===== config.mk =====
export PLATFORM = sky130hd
export DESIGN_NAME = iter_shifter_flat
export DESIGN_NICKNAME = d
export VERILOG_FILES = /design/src/rtl/iter_shifter_if.sv /design/src/rtl/iter_shifter.sv /design/src/flat_wrapper.sv
export SDC_FILE = /design/constraint.sdc
export NUM_CORES = 1
export LEC_CHECK = 0
export CORE_MARGIN = 2
export CORE_UTILIZATION = 49
export DETAILED_ROUTE_END_ITERATION = 10
export PLACE_DENSITY = 0.85
export SYNTH_ARGS = -nofsm -noshare
export SYNTH_HDL_FRONTEND = slang
export SYNTH_SLANG_ARGS = --single-unit

===== constraint.sdc =====
create_clock -name clk -period 3.5 [get_ports clk]
set_input_delay 0.875 -clock clk [delete_from_list [all_inputs] [get_ports clk]]
set_output_delay 0.875 -clock clk [all_outputs]
set_load 0.005 [all_outputs]

===== src/rtl/iter_shifter_if.sv =====
// iter_shifter_if: request/response bundle for the iterative shift unit.
//   in_valid/in_ready     request handshake (requester -> shifter)
//   in_A, in_B            operand and unsigned shift amount
//   in_Shiftop            00 SLL, 11 SRL, 10 SRA, 01 rotate right or zero-op
//   out_valid/out_ready   response handshake (shifter -> consumer)
//   out_Result            shifted result, qualified by out_valid
// Modports: master = requester/consumer side, slave = shifter side.
interface iter_shifter_if #(
    parameter int unsigned DATA_WIDTH = 32
);
    logic                          in_valid;
    logic                          in_ready;
    logic [DATA_WIDTH-1:0]         in_A;
    logic [$clog2(DATA_WIDTH)-1:0] in_B;
    logic [1:0]                    in_Shiftop;
    logic                          out_valid;
    logic                          out_ready;
    logic [DATA_WIDTH-1:0]         out_Result;

    modport master (
        output in_valid, in_A, in_B, in_Shiftop, out_ready,
        input  in_ready, out_valid, out_Result
    );

    modport slave (
        input  in_valid, in_A, in_B, in_Shiftop, out_ready,
        output in_ready, out_valid, out_Result
    );
endinterface


===== src/rtl/iter_shifter.sv =====
// iter_shifter: multi-cycle handshaked shift unit. Accepts one operand /
// shift-amount / op triple, shifts BITS_PER_CYCLE positions per clock and
// returns the result over a valid/ready response port.
// Ports:
//   clk     rising-edge clock
//   resetn  synchronous active-low reset
//   bus     iter_shifter_if.slave (request and response handshakes)
// Parameters:
//   DATA_WIDTH      operand/result width (power of two, >= 8)
//   BITS_PER_CYCLE  positions shifted per SHIFT cycle (power of two, 1..DATA_WIDTH/2)
// Build option:
//   ITER_SHIFTER_ROTATE_EN  when defined, Shiftop 01 rotates right; otherwise
//                           Shiftop 01 is a zero-op returning 0 after one edge.
module iter_shifter #(
    parameter int unsigned DATA_WIDTH     = 32,
    parameter int unsigned BITS_PER_CYCLE = 1
) (
    input logic           clk,
    input logic           resetn,
    iter_shifter_if.slave bus
);
    localparam int unsigned CW = $clog2(DATA_WIDTH);
    localparam logic [CW-1:0] STEP = CW'(BITS_PER_CYCLE);

    typedef enum logic [1:0] {
        S_IDLE,
        S_SHIFT,
        S_DONE
    } state_t;

    typedef enum logic [1:0] {
        OP_SLL = 2'b00,
        OP_ROT = 2'b01,
        OP_SRA = 2'b10,
        OP_SRL = 2'b11
    } op_t;

    state_t                state, state_nx;
    op_t                   op;
    logic [DATA_WIDTH-1:0] data;
    logic [DATA_WIDTH-1:0] shifted;
    logic [CW-1:0]         count;
    logic [CW-1:0]         step;
    logic                  zero_op;
    logic                  accept;

`ifdef ITER_SHIFTER_ROTATE_EN
    logic [2*DATA_WIDTH-1:0] rot;
`endif

    always_comb begin
`ifdef ITER_SHIFTER_ROTATE_EN
        zero_op = 1'b0;
`else
        zero_op = (bus.in_Shiftop == OP_ROT);
`endif
    end

    assign accept = (state == S_IDLE) && bus.in_valid;

    // Final partial step: never shift past the remaining count.
    always_comb begin
        step = (count < STEP) ? count : STEP;
    end

    always_comb begin
        shifted = data;
`ifdef ITER_SHIFTER_ROTATE_EN
        rot = {data, data} >> step;
`endif
        case (op)
            OP_SLL: shifted = data << step;
            OP_SRL: shifted = data >> step;
            // Sign bit of data is the latched A's sign throughout the shift.
            OP_SRA: shifted = $unsigned($signed(data) >>> step);
`ifdef ITER_SHIFTER_ROTATE_EN
            OP_ROT: shifted = rot[DATA_WIDTH-1:0];
`endif
            default: shifted = data;
        endcase
    end

    always_ff @(posedge clk) begin
        if (!resetn) begin
            state <= S_IDLE;
        end else begin
            state <= state_nx;
        end
    end

    always_comb begin
        state_nx      = state;
        bus.in_ready  = 1'b0;
        bus.out_valid = 1'b0;
        case (state)
            S_IDLE: begin
                bus.in_ready = 1'b1;
                if (bus.in_valid) begin
                    state_nx = (bus.in_B == '0 || zero_op) ? S_DONE : S_SHIFT;
                end
            end
            S_SHIFT: begin
                if (count <= STEP) begin
                    state_nx = S_DONE;
                end
            end
            S_DONE: begin
                bus.out_valid = 1'b1;
                if (bus.out_ready) begin
                    state_nx = S_IDLE;
                end
            end
            default: state_nx = S_IDLE;
        endcase
    end

    always_ff @(posedge clk) begin
        if (!resetn) begin
            data  <= '0;
            count <= '0;
            op    <= OP_SLL;
        end else if (accept) begin
            data  <= zero_op ? '0 : bus.in_A;
            count <= bus.in_B;
            op    <= op_t'(bus.in_Shiftop);
        end else if (state == S_SHIFT) begin
            data  <= shifted;
            count <= count - step;
        end
    end

    assign bus.out_Result = data;
endmodule


===== src/flat_wrapper.sv =====
// flat-port wrapper written by rule: the top's interface ports become plain ports
module iter_shifter_flat 
#(
    parameter int unsigned DATA_WIDTH     = 32,
    parameter int unsigned BITS_PER_CYCLE = 1
)
  (clk, resetn, bus_in_valid, bus_in_A, bus_in_B, bus_in_Shiftop, bus_out_ready, bus_in_ready, bus_out_valid, bus_out_Result);
  iter_shifter_if #(.DATA_WIDTH(DATA_WIDTH)) bus_i ();
  input logic clk;
  input logic resetn;
  input wire logic [$bits(bus_i.in_valid)-1:0] bus_in_valid;
  input wire logic [$bits(bus_i.in_A)-1:0] bus_in_A;
  input wire logic [$bits(bus_i.in_B)-1:0] bus_in_B;
  input wire logic [$bits(bus_i.in_Shiftop)-1:0] bus_in_Shiftop;
  input wire logic [$bits(bus_i.out_ready)-1:0] bus_out_ready;
  output wire logic [$bits(bus_i.in_ready)-1:0] bus_in_ready;
  output wire logic [$bits(bus_i.out_valid)-1:0] bus_out_valid;
  output wire logic [$bits(bus_i.out_Result)-1:0] bus_out_Result;
  assign bus_i.in_valid = bus_in_valid;
  assign bus_i.in_A = bus_in_A;
  assign bus_i.in_B = bus_in_B;
  assign bus_i.in_Shiftop = bus_in_Shiftop;
  assign bus_i.out_ready = bus_out_ready;
  assign bus_in_ready = bus_i.in_ready;
  assign bus_out_valid = bus_i.out_valid;
  assign bus_out_Result = bus_i.out_Result;
  iter_shifter #(.DATA_WIDTH(DATA_WIDTH), .BITS_PER_CYCLE(BITS_PER_CYCLE)) u_core (.clk(clk), .resetn(resetn), .bus(bus_i));
endmodule

==> reports/results.ini <==
[outcome]
status = complete, no violations

[power_and_ir_drop]
power.leakage_nw = 1.10
internal_power_mw = 0.899
pwr_density_cell_nw_per_um2 = 436
total_power_mw = 1.37
switching_share_pct = 34.4
p_comb_share_pct = 35.9
power_frac_clock_pct = 21.0
power_switching_mw = 0.471
power_frac_seq_pct = 43.1
ir_drop_uv = 356

[global_routing]
grt_overflow = 0
grt_pass1_vias = 2351
grt_max_degree = 33
grt_pass1_wl_mm = 10.8
antenna_found_initial = 0
grt_usage_pct = 25.6

[clock_network]
cts-resized-gates = 0
clk_latency_ns = 0.29
numClockSinks = 41
clk_pin_slew_ns = 0.07
cts_buffers = 5
post_cts_buffers = 0
clockRootBuffer = clkbuf_8
cts_tree = built
cts_hold_buf = 0
clockBufferDepth = 2
cts_max_level = 2

[worst_setup_path]
criticalPathCategory = input port to flop
rr_worst_depth = 5
worst_ep_arrival_time_ns = 3.02
path_max_fanout = 26
cp.required_ns = 3.71
crit_path_start_kind = input port
end_kind = flop

[logic_synthesis]
synth_edf_count = 0
synth_flop_cell = dfxtp_1
synth_cell_type_count = 45
async_flop_share_pct = 0
synthMuxAreaShare_pct = 0.434
yosysWarnings = 0
synth_xor_area_share_pct = 0.760
synthTopCellsByArea = dfxtp_1 (36%), nand2_1 (15%), a21oi_1 (11%), a311o_1 (4.8%), a222oi_1 (3.9%)
yosys.area_share.simple_pct = 26.4
avgSynthCellArea_um2 = 7.48
synth_fa_ha_area_share_pct = 1.63
syn-num-nets = 354
ys_seq_elements = 41
yosys-top-cells-count = nand2_1 (92), a21oi_1 (49), dfxtp_1 (41)
yosys.cell_count.top_type = nand2_1
synth_top_area_cell = dfxtp_1
synth_top_family_by_area = compound AO/OA/AOI/OAI gates
syn_inst = 308
synth_top_area_share_pct = 35.6
synth_compound_area_share_pct = 29.6
mappedNetlistArea_um2 = 2300
yosysSeqAreaShare_pct = 35.6

[timing]
tightest_slew_ns = 0.955
rsz0062_at_grt = no
finalSetupViolCount = 0
relSlewSlack_pct = 36.3
fmax_mhz = 357
final.setup.tns_ns = 0
fin_worst_skew_ns = 0.00657
maxSlewViolCount = 0
hold_viol = 0
holdWs_ns = 0.488
post-route-period-util_pct = 80.1
fin_crit_ns = 2.80

[worst_hold_path]
hold_depth = 2
holdCritPathClass = flop to flop

[cells_and_area]
drive_gt1_share_pct = 6.70
stdcell_area_um2 = 3140
nets = 420
n_antenna_cell = 0
area_growth_pct = 36.3
fill_cells = 389

[placement]
io_buffers = 76
gp_congestion = 0.794
place_area_um2 = 3070
hpwl_mm = 4.39

[floorplan]
core_um2 = 4440
num_io_pins = 77
design.die.area_um2 = 5270
start_util_pct = 51.9
die_w_um = 72.6
rows = 24
dieHeight_um = 72.6

[route]
drt-initial-drc-count = 273
avgViaCountPerCell = 5.99
wl_per_cell_um = 15.1
wl_mm = 6.42
drtPass1Iterations = 5
routed-via-count = 2545
drc = 0
ant_nets = 0

[run]
drv_cap = 0

==> cell usage in the layout, fill, tap and decap left out, types with 2 or more instances in the layout <==
cell type and count:
a211oi_1 4, a21oi_1 49, a222oi_1 9, a311o_1 11, and2_1 3, buf_4 6, clkbuf_8 5, clkdlybuf4s50_1 76
dfxtp_1 41, ha_1 3, inv_1 3, nand2_1 92, nand2b_1 3, nor2_1 19, nor2b_1 3, nor3_1 2
nor4_1 2, o21ai_0 3, o21ai_2 2, o21bai_1 2, o2bb2ai_1 9, xnor2_1 2
==> power groups by stage <==
stage	Combinational [mW]	Sequential [mW]	Clock [mW]
after floorplan	0.304	0.581	0
after global placement	0.478	0.598	0
after detailed placement	0.487	0.600	0
after CTS	0.491	0.590	0.291
after global routing	0.540	0.599	0.313
final	0.492	0.590	0.288
==> cell families (layout without fill, tap and decap cells) <==
family / count (synthesis) / count (layout)
DFF: 41 / 41
and+or+nand+nor: 136 / 136
xor gates and xnor gates: 2 / 2
AOI/OAI and AO/OA: 98 / 98
adders and majority gates: 3 / 3
muxes: 1 / 1
buffers and inverters: 27 / 92
==> worst max-delay path, stage by stage <==
cell,delay [ns]
clkdlybuf4s50_1,0.51
nor3b_4,0.23
o21ai_2,0.78
and2_1,0.45
o2bb2ai_1,0.17
==> final timing paths <==
check | endpoint | slack (ns) | from
worst min register to register | u_core.op[0]$_SDFFE_PN0P_ | 0.49 | u_core.op[0]$_SDFFE_PN0P_
worst max-delay path | u_core.bus.out_Result[20]$_SDFFE_PN0P_ | 0.70 | bus_in_valid
worst min-delay path | u_core.op[0]$_SDFFE_PN0P_ | 0.49 | u_core.op[0]$_SDFFE_PN0P_
worst max register to register | u_core.bus.out_Result[20]$_SDFFE_PN0P_ | 1.03 | u_core.count[1]$_SDFFE_PN0N_
==> through the flow <==
step,util (%),instances,setup slack [ns]
after floorplan,-,308,1.48
after global placement,69.0,419,0.482
after detailed placement,69.0,419,0.417
after CTS,70.7,425,0.718
after global routing,70.7,425,0.539
final,70.7,425,0.697
==> per-layer routing <==
layer | up-vias | global-route usage, % | part of all wire [%]
met2 | 115 | 41.6 | 48
met3 | 8 | 4.56 | 6.4
li1 | 1227 | - | -
met5 | - | 0 | 0
met4 | 0 | 7.41 | 1.3
met1 | 1195 | 34.9 | 44
==> final cells by class <==
| class | count | area [um2] | share of cell area [%] |
|---|---|---|---|
| timing repair buffer | 82 | 806 | 25.7 |
| tap | 52 | 65.1 | 2.07 |
| clock inverter | 1 | 5.00 | 0.159 |
| sequential | 41 | 821 | 26.1 |
| inverter | 4 | 15.0 | 0.478 |
| multi-input combinational | 240 | 1360 | 43.3 |
| clock buffer | 5 | 68.8 | 2.19 |
==> sequential cells by signal (all words and copies together), names as in the netlist <==
register	cells
u_core.bus.out_Result	32
u_core.count	5
u_core.op	2
u_core.state	2
No activity file was read; power rests on OpenSTA's default activity.
